$ cat src/rtl/riscv_vec_pkg.sv
// Shared types and constants for the vector sequencer: FSM states, vector geometry, field widths.
// The optional perf counters are enabled with RISCV_VSEQ_PERF_EN (see the sequencer top).
package riscv_vec_pkg;

   localparam int VLMAX  = 64;
   localparam int LANES  = 4;
   localparam int IDX_W  = 6;
   localparam int REG_W  = 5;
   localparam int VL_W   = 7;
   localparam int LANE_W = 2;

   typedef enum logic [1:0] {
      ST_IDLE  = 2'd0,
      ST_ISSUE = 2'd1,
      ST_DRAIN = 2'd2
   } vseq_state_e;

   function automatic logic [VL_W-1:0] clamp_vl(input logic [VL_W-1:0] vl);
      if (vl > 7'd64) begin
         return 7'd64;
      end else begin
         return vl;
      end
   endfunction

   // Active lanes minus one for a beat that starts with 'rem' elements left (rem >= 1).
   function automatic logic [LANE_W-1:0] beat_lanes(input logic [VL_W-1:0] rem);
      if (rem >= 7'd4) begin
         return 2'd3;
      end else begin
         return 2'(rem[1:0] - 2'd1);
      end
   endfunction

endpackage

$ cat src/rtl/riscv_vec_beat_pipe.sv
// LAT-deep {valid, idx, lanes} delay line modelling the execute pipe; the whole line
// freezes while hold_i is high.
module riscv_vec_beat_pipe
   import riscv_vec_pkg::*;
#(
   parameter int LAT = 2
) (
   input  logic              clk,
   input  logic              reset_n,
   input  logic              hold_i,
   input  logic              in_valid_i,
   input  logic [IDX_W-1:0]  in_idx_i,
   input  logic [LANE_W-1:0] in_lanes_i,
   output logic              out_valid_o,
   output logic [IDX_W-1:0]  out_idx_o,
   output logic [LANE_W-1:0] out_lanes_o,
   output logic              empty_o
);

   logic [LAT-1:0]    vld_q;
   logic [IDX_W-1:0]  idx_q   [LAT];
   logic [LANE_W-1:0] lanes_q [LAT];

   // Shift one stage per unheld cycle.
   always_ff @(posedge clk or negedge reset_n) begin
      if (!reset_n) begin
         vld_q <= '0;
         for (int i = 0; i < LAT; i++) begin
            idx_q[i]   <= '0;
            lanes_q[i] <= '0;
         end
      end else if (!hold_i) begin
         vld_q[0]   <= in_valid_i;
         idx_q[0]   <= in_idx_i;
         lanes_q[0] <= in_lanes_i;
         for (int i = 1; i < LAT; i++) begin
            vld_q[i]   <= vld_q[i-1];
            idx_q[i]   <= idx_q[i-1];
            lanes_q[i] <= lanes_q[i-1];
         end
      end
   end

   assign out_valid_o = vld_q[LAT-1];
   assign out_idx_o   = idx_q[LAT-1];
   assign out_lanes_o = lanes_q[LAT-1];
   assign empty_o     = ~|vld_q;

endmodule

$ cat src/rtl/riscv_core_vector_sequencer.sv
// Vector op sequencer: splits an op into 4-element read beats, tracks them through the
// execute delay line and retires with a done pulse. Define RISCV_VSEQ_PERF_EN for perf counters.
module riscv_core_vector_sequencer
   import riscv_vec_pkg::*;
#(
   parameter int EX_LAT = 2
) (
   input  logic              clk,
   input  logic              reset_n,
   input  logic              req_val,
   output logic              req_rdy,
   input  logic [REG_W-1:0]  req_vd,
   input  logic [REG_W-1:0]  req_vs1,
   input  logic [REG_W-1:0]  req_vs2,
   input  logic [VL_W-1:0]   req_vl,
   input  logic              stall,
   output logic [REG_W-1:0]  v_raddr0,
   output logic [REG_W-1:0]  v_raddr1,
   output logic [IDX_W-1:0]  v_ridx0,
   output logic [IDX_W-1:0]  v_ridx1,
   output logic              beat_val,
   output logic              v_wen_p,
   output logic [REG_W-1:0]  v_waddr_p,
   output logic [IDX_W-1:0]  v_widx_p,
   output logic [LANE_W-1:0] v_lanes,
   output logic              done
`ifdef RISCV_VSEQ_PERF_EN
   ,output logic [31:0]      perf_beats
   ,output logic [31:0]      perf_stall_cycles
`endif
);

   vseq_state_e       state_q, state_d;
   logic [REG_W-1:0]  vd_q, vd_d, vs1_q, vs1_d, vs2_q, vs2_d;
   logic [VL_W-1:0]   rem_q, rem_d;
   logic [IDX_W-1:0]  idx_q, idx_d;
   logic              zdone_q, zdone_d;
   logic              drain_done;
   logic              pipe_in_valid;
   logic [IDX_W-1:0]  pipe_in_idx;
   logic [LANE_W-1:0] pipe_in_lanes;
   logic              pipe_out_valid;
   logic              pipe_empty;
   logic [VL_W-1:0]   vl_clamped;

   assign vl_clamped = clamp_vl(req_vl);

   // State and op-context registers.
   always_ff @(posedge clk or negedge reset_n) begin
      if (!reset_n) begin
         state_q <= ST_IDLE;
         vd_q    <= '0;
         vs1_q   <= '0;
         vs2_q   <= '0;
         rem_q   <= '0;
         idx_q   <= '0;
         zdone_q <= 1'b0;
      end else begin
         state_q <= state_d;
         vd_q    <= vd_d;
         vs1_q   <= vs1_d;
         vs2_q   <= vs2_d;
         rem_q   <= rem_d;
         idx_q   <= idx_d;
         zdone_q <= zdone_d;
      end
   end

   // Next-state, beat issue and retire decode.
   always_comb begin
      state_d       = state_q;
      vd_d          = vd_q;
      vs1_d         = vs1_q;
      vs2_d         = vs2_q;
      rem_d         = rem_q;
      idx_d         = idx_q;
      zdone_d       = 1'b0;
      beat_val      = 1'b0;
      drain_done    = 1'b0;
      pipe_in_valid = 1'b0;
      pipe_in_idx   = '0;
      pipe_in_lanes = '0;
      case (state_q)
         ST_IDLE: begin
            if (req_val && req_rdy) begin
               vd_d  = req_vd;
               vs1_d = req_vs1;
               vs2_d = req_vs2;
               rem_d = vl_clamped;
               idx_d = '0;
               if (vl_clamped == 7'd0) begin
                  zdone_d = 1'b1;
               end else begin
                  state_d = ST_ISSUE;
               end
            end else begin
               state_d = ST_IDLE;
            end
         end
         ST_ISSUE: begin
            if (!stall) begin
               beat_val      = 1'b1;
               pipe_in_valid = 1'b1;
               pipe_in_idx   = idx_q;
               pipe_in_lanes = beat_lanes(rem_q);
               // The last beat leaves idx parked so the read index never runs past 60.
               if (rem_q <= 7'd4) begin
                  rem_d   = '0;
                  state_d = ST_DRAIN;
               end else begin
                  rem_d = rem_q - 7'd4;
                  idx_d = idx_q + 6'd4;
               end
            end else begin
               state_d = ST_ISSUE;
            end
         end
         ST_DRAIN: begin
            if (!stall && pipe_empty) begin
               drain_done = 1'b1;
               state_d    = ST_IDLE;
            end else begin
               state_d = ST_DRAIN;
            end
         end
         default: begin
            state_d = ST_IDLE;
         end
      endcase
   end

   riscv_vec_beat_pipe #(
      .LAT (EX_LAT)
   ) u_beat_pipe (
      .clk         (clk),
      .reset_n     (reset_n),
      .hold_i      (stall),
      .in_valid_i  (pipe_in_valid),
      .in_idx_i    (pipe_in_idx),
      .in_lanes_i  (pipe_in_lanes),
      .out_valid_o (pipe_out_valid),
      .out_idx_o   (v_widx_p),
      .out_lanes_o (v_lanes),
      .empty_o     (pipe_empty)
   );

   // A zero-length op retires the cycle after accept; hold off the next accept until then.
   assign req_rdy   = (state_q == ST_IDLE) && !zdone_q;
   assign done      = drain_done | zdone_q;
   assign v_raddr0  = vs1_q;
   assign v_raddr1  = vs2_q;
   assign v_ridx0   = idx_q;
   assign v_ridx1   = idx_q;
   assign v_wen_p   = pipe_out_valid && !stall;
   assign v_waddr_p = vd_q;

`ifdef RISCV_VSEQ_PERF_EN
   logic [31:0] perf_beats_q, perf_stall_q;

   // Free-running wrap-around perf counters.
   always_ff @(posedge clk or negedge reset_n) begin
      if (!reset_n) begin
         perf_beats_q <= '0;
         perf_stall_q <= '0;
      end else begin
         if (beat_val) begin
            perf_beats_q <= perf_beats_q + 32'd1;
         end
         if (stall && (state_q == ST_ISSUE || state_q == ST_DRAIN)) begin
            perf_stall_q <= perf_stall_q + 32'd1;
         end
      end
   end

   assign perf_beats        = perf_beats_q;
   assign perf_stall_cycles = perf_stall_q;
`endif

endmodule

$ cat config.mk
export PLATFORM = sky130hd
export DESIGN_NAME = riscv_core_vector_sequencer
export DESIGN_NICKNAME = d
export VERILOG_FILES = /design/src/rtl/riscv_vec_pkg.sv /design/src/rtl/riscv_vec_beat_pipe.sv /design/src/rtl/riscv_core_vector_sequencer.sv
export SDC_FILE = /design/constraint.sdc
export NUM_CORES = 1
export LEC_CHECK = 0
export BUFFER_PORTS_ARGS = -buffer_cell sky130_fd_sc_hd__buf_2
export CAP_MARGIN = 20
export CORE_MARGIN = 2
export CORE_UTILIZATION = 30
export DETAILED_ROUTE_END_ITERATION = 7
export PLACE_DENSITY_LB_ADDON = 0.1
export SLEW_MARGIN = 20
export SYNTH_ARGS = -nofsm -noshare
export SYNTH_HDL_FRONTEND = slang
export SYNTH_SLANG_ARGS = --single-unit
$ cat constraint.sdc
create_clock -name clk -period 3 [get_ports clk]
set_input_delay 0.6 -clock clk [delete_from_list [all_inputs] [get_ports clk]]
set_output_delay 0.6 -clock clk [all_outputs]
set_load 0.005 [all_outputs]
* Word level (Yosys, flattened, before mapping)
Cells that the tools add are included.
** Word-level totals
- Register bits after elaboration :: 49
- Bits in latches :: 0
- Bits in writable memories :: 0
- Bits in read-only memories :: 0
- Input port bits :: 26
- Output and inout port bits :: 39
- Word-level logic and storage cells :: 67
- Memories :: 0
** Operators by class
- Add/sub/neg operators :: 3
- Multiply operators :: 0
- Divide/modulo/power cells :: 0
- $lt $le $gt $ge :: 3
- Equal/unequal tests :: 7
- Shift operators :: 0
- Multiplexer cells :: 26
- Bitwise gates (word level) :: 1
- Reduce and logical (&&, ||, !) cells :: 15
** Operators with widths (number)
- 7-bit two-way mux :: 4
- 6-bit two-way mux :: 4
- 2-bit two-way mux :: 7
- 7-bit one-hot mux with 2 select lines :: 1
- 6-bit one-hot mux with 2 select lines :: 1
- 1-bit two-way mux :: 8
- 7-bit by 3-bit greater-or-equal comparator with 1-bit output (second input constant) :: 1
- 7-bit greater-than comparator (second input constant) :: 1
- 7-bit by 3-bit <= comparator with 1-bit output (second input constant) :: 1
- 7-bit zero test :: 1
- 7-bit by 3-bit subtractor with 7-bit output (second input constant) :: 1
- 6-bit by 3-bit adder with 6-bit output (second input constant) :: 1
- 2-bit != test (second input constant) :: 3
- 3-bit != test (second input constant) :: 2
- 2-bit one-hot mux with 3 select lines :: 1
- 1-bit logical AND :: 4
- 2-bit AND reduction :: 2
- 4-bit AND reduction :: 1
- 1-bit zero test :: 3
- 3-bit AND reduction :: 1
- 2-bit by 1-bit == test with 1-bit output (second input constant) :: 1
- 2-bit == test (second input constant) :: 1
- 2-bit zero test :: 1
- 2-bit nonzero test :: 1
- 3 further kinds :: 3

* Longest topological paths before layout
- Depth after elaboration :: 6
- Gate-level depth with buffers :: 6
- Depth with buffers taken out :: 6

* Cells and area by module
Synthesis repeated with hierarchy kept, for this count alone.
** Second synthesis, totals
- Cell total of the unflattened synthesis :: 217
- Area, all modules :: 2322.2 µm²
** Modules (own cells, without submodules)
- riscv_core_vector_sequencer :: instances 1, cells each 170, area an instance 1536.5 µm², seq. area each 725.7 µm²
- riscv_vec_beat_pipe :: instances 1, cells each 47, area an instance 785.8 µm², seq. area each 450.4 µm²

* Worst setup path after synthesis
OpenSTA, ideal clock, no wires.
- Path type :: input to output
- From :: input stall
- To :: output v_wen_p
- Arrival :: 992 ps
- Data required time :: 2400 ps
- Path slack :: 1408 ps
- Stages on the path :: 2
- Buffers on the path :: 1
- Cell sequence :: clkbuf_1 -> nor2b_1
** Between the ends
- Longest elaborated chain between the ends :: 2
** RTL lines
- from (decl) :: RTL line riscv_core_vector_sequencer.sv:16 : input logic stall,
- 1-bit zero test
- 1-bit logical AND :: RTL line riscv_core_vector_sequencer.sv:154 : assign v_wen_p = pipe_out_valid && !stall;
- to (decl) :: RTL line riscv_core_vector_sequencer.sv:22 : output logic v_wen_p,
Every way passes these cells.

* Worst setup path in the final report
- From :: register state_q[1]
- To :: output beat_val
** Between the ends
- Longest elaborated chain between the ends :: 2
** RTL lines
- from (decl) :: RTL line riscv_core_vector_sequencer.sv:33 : vseq_state_e state_q, state_d;
- from (signal assigned) :: RTL line riscv_core_vector_sequencer.sv:59 : state_q <= state_d;
- 2-bit by 1-bit == test with 1-bit output :: RTL line riscv_core_vector_sequencer.sv:83 : case (state_q)
- 1-bit two-way mux :: RTL line riscv_core_vector_sequencer.sv:83
- to (decl) :: RTL line riscv_core_vector_sequencer.sv:21 : output logic beat_val,
Every way passes these cells.

==> summary.md <==
| Metric | Value |
|---|---|
| Tightest slew margin relative to the limit | `~60%` |
| Max clock buf depth | `2` |
| Number of buffers created by CTS | `5` |
| Class of the tightest hold or removal check | `in -> async` |
| Final Max Tran Viols | `0` |
| Peak supply drop | `roughly 0.00024 V` |
| Core area | `0.00679 sq mm` |
| YS warnings | `0` |
| Leak Pwr | `approximately 1.3 nW` |
| Worst Max-Slew Pin Slew | `roughly 600 ps` |
| Synthesized instance count | `roughly 210` |
| Cells resized by post-CTS repair | `0` |
| Sum Neg Setup Slack | `0 ps` |
| Worst-case clock skew | `approximately 6.5 ps` |
| Layout filler cell count | `730` |
| Area of the multi-input gates | `slightly below 900 sq um` |
| Count of maximum capacitance violations | `0` |
| Sequential element share of the synthesized area | `between 50 and 60%` |
| Area used by sequential logic in the layout | `about 0.0011 sq mm` |
| Global-route wire length before repair | `between 7 and 8 mm` |
| Layout cells sized above 1 | `32.8%` |
| Number of placed I/O pins | `65` |
| Sinks on Clock Net | `43` |
| Detailed-route wire length per cell | `between 10 and 15 um` |
| Most common library cells after synthesis | `59 x sky130_fd_sc_hd__nand2_1, 43 x sky130_fd_sc_hd__dfrtp_1, 16 x sky130_fd_sc_hd__buf_4` |
| Number of antenna violations at the first check in global routing | `0` |
| Die height | `roughly 88 um` |
| Routability Congestion | `approximately 0.73` |
| Average via count per standard cell | `approximately 4.5` |
| Nets@finish | `about 290` |
| Via count | `1604` |
| Clock-pin slew on the worst setup and hold paths | `90 ps` |
| Critical path class | `reg -> out` |
| DIE WIDTH | `a little under 90 um` |
| Top-area cell type share of the netlist area | `between 50% and 60%` |
| Count of distinct cell types in the synthesized netlist | `45` |
| CTS tree | `built` |
| Count of final hold-check violations | `0` |
| Number of synthesized flops with an enable pin | `0` |
| WP data arrival | `between 1000 and 1500 ps` |
| Unrepaired setup endpoints after global routing | `no` |
| Buffers inserted during post-CTS setup optimization | `0` |
| Count of routing violations after the opening detailed-route iteration | `43` |
| Synth top area cells | `sky130_fd_sc_hd__dfrtp_1 51%, sky130_fd_sc_hd__nand2_1 10%, sky130_fd_sc_hd__buf_4 5.7%` |
| Cell count of the worst reg-to-reg path | `4` |
| Clock Root Buffer | `sky130_fd_sc_hd__clkbuf_8` |
| Maximum number of pins on one net before global-route repair | `44` |
| Antenna diode count | `0` |
| Count of nets left with antenna violations after detail routing | `0` |
| Worst-Skew Late Latency | `290 ps` |
| Total congestion overflow | `0` |
| Highest achievable clock rate | `497 MHz` |
| Post-synthesis register bit count | `43` |
| CTS hold repair buffers | `0` |
| Proportion of synthesized flip-flops having asynchronous set or reset | `100%` |
| Synthesized area | `roughly 0.0021 sq mm` |
| Crit-path max FO | `9` |
| Row count | `30` |
| Die Area | `~0.0077 sq mm` |
| Critical Path End Type | `output pin` |
| Worst slack on hold paths | `around 290 ps` |
| Count of port buffers added during placement | `a little under 60` |
| Number of setup violations in the final report | `0` |
| Maximum level of the CTS H-tree | `2` |
| Layout overhead on the synthesized area | `18.6%` |
| Most used flip-flop cell after synthesis | `sky130_fd_sc_hd__dfrtp_1` |
| Avg Cell Area, Syn | `between 9 and 10 sq um` |
| Sum of net half-perimeters after detailed placement | `roughly 3.3 mm` |
| Startpoint type of the worst setup path | `register` |
| Power Dens Cells | `around 980 mW/mm^2` |
| Overall fraction of global-route tracks in use | `roughly 12%` |
| Initial Util | `31.1%` |
| Count of unresolved DRC violations after routing | `0` |
| Aggregate routed wire length | `4.62 mm` |
| Top-count cell post-synth | `sky130_fd_sc_hd__nand2_1` |
| Data required time at the worst endpoint | `~2400 ps` |
| Cell taking the most area after synthesis | `sky130_fd_sc_hd__dfrtp_1` |
| Via count of the first global-routing pass | `~1400` |
| Post-layout min period | `approximately 2000 ps` |
| First-pass detailed-route iteration total | `4` |
| Result of the run | `finished, final reports clean` |
| Final period util | `67.0%` |
-- kinds of logic (layout without fill, tap and decap cells) --
group | count (synthesis) | in the layout | synth area share [%]
other | 1 | 6 | 0.177
AO/OA/AOI/OAI | 38 | 38 | 13.7
AND/OR/NAND/NOR | 85 | 85 | 19.2
adder cells (fa/ha/maj) | 4 | 4 | 2.37
multiplexers | 8 | 8 | 4.20
XOR/XNOR | 1 | 1 | 0.414
buffers and inverters | 33 | 77 | 9.05
flip-flops | 43 | 43 | 50.9
-- power by group --
group          internal (mW)  switching (mW)
registers              0.828           0.202
clock network          0.210           0.205
logic                  0.468           0.548
-- per-layer routing --
| layer | part of all wire [%] | global-route usage (%) | vias to the layer above |
|---|---|---|---|
| li1 | - | - | 799 |
| met4 | 1.6 | 5.03 | 0 |
| met1 | 48 | 17.2 | 761 |
| met3 | 4.2 | 2.92 | 4 |
| met2 | 47 | 18.8 | 40 |
| met5 | 0 | 0 | - |
-- final timing paths --
kind | from | to | slack, ps
min | reset_n | u_beat_pipe.out_idx_o[2] | 290
max in group asynchronous | reset_n | rem_q[3] | 2330
max reg2reg | state_q[1] | v_ridx0[4] | 1120
min reg2reg | v_waddr_p[3] | v_waddr_p[3] | 480
min in group clk | v_waddr_p[3] | v_waddr_p[3] | 480
max | state_q[1] | beat_val | 990
-- stage by stage --
step	total power [mW]	cells	setup slack, ps	cell area [sq um]	utilization (%)
2_1_floorplan	1.77	218	1410	2130	-
5_1_grt	2.69	358	889	2510	36.9
3_5_place_dp	2.08	350	1040	2400	35.3
4_1_cts	2.51	358	954	2500	36.9
6_report	2.46	358	990	2510	36.9
3_3_place_gp	2.07	350	1060	2400	35.3
-- registers in the layout, summed over array words and instances, names as in the netlist, 4 cells and up --
register / count
rem_q: 7
u_beat_pipe.idx_q: 4
u_beat_pipe.out_idx_o: 4
v_raddr0: 5
v_raddr1: 5
v_ridx0: 4
v_waddr_p: 5
-- final cells by class --
| type | instances | area share (%) |
|---|---|---|
| clock buffer | 7 | 3.84 |
| clock inverter | 1 | 0.299 |
| inverter | 9 | 1.35 |
| multi-input combinational | 142 | 34.5 |
| sequential | 43 | 42.9 |
| tap | 96 | 4.79 |
| timing repair buffer | 60 | 12.3 |
-- cell usage in the layout (no fill, tap or decap), types with 2 or more instances in the layout --
cell and n:
sky130_fd_sc_hd__a21oi_1 7, sky130_fd_sc_hd__dfrtp_1 43, sky130_fd_sc_hd__conb_1 6, sky130_fd_sc_hd__nand3_1 2, sky130_fd_sc_hd__mux2_2 7, sky130_fd_sc_hd__o21ai_0 5
sky130_fd_sc_hd__nor2_1 7, sky130_fd_sc_hd__nand2_1 59, sky130_fd_sc_hd__a221oi_1 2, sky130_fd_sc_hd__ha_1 4, sky130_fd_sc_hd__a21o_1 2, sky130_fd_sc_hd__a32oi_1 2
sky130_fd_sc_hd__clkbuf_8 7, sky130_fd_sc_hd__a21oi_2 2, sky130_fd_sc_hd__buf_4 3, sky130_fd_sc_hd__inv_1 9, sky130_fd_sc_hd__a22o_1 2, sky130_fd_sc_hd__o21ai_1 3
sky130_fd_sc_hd__o31ai_1 3, sky130_fd_sc_hd__nor2b_1 2, sky130_fd_sc_hd__buf_2 57, sky130_fd_sc_hd__nor3_1 4
-- worst max-delay path, cell delays in order, from the launching register on --
cell and delay, ps:
sky130_fd_sc_hd__dfrtp_1 520, sky130_fd_sc_hd__nor3b_4 410, sky130_fd_sc_hd__buf_2 190
Power figures use the tool's default switching activity.
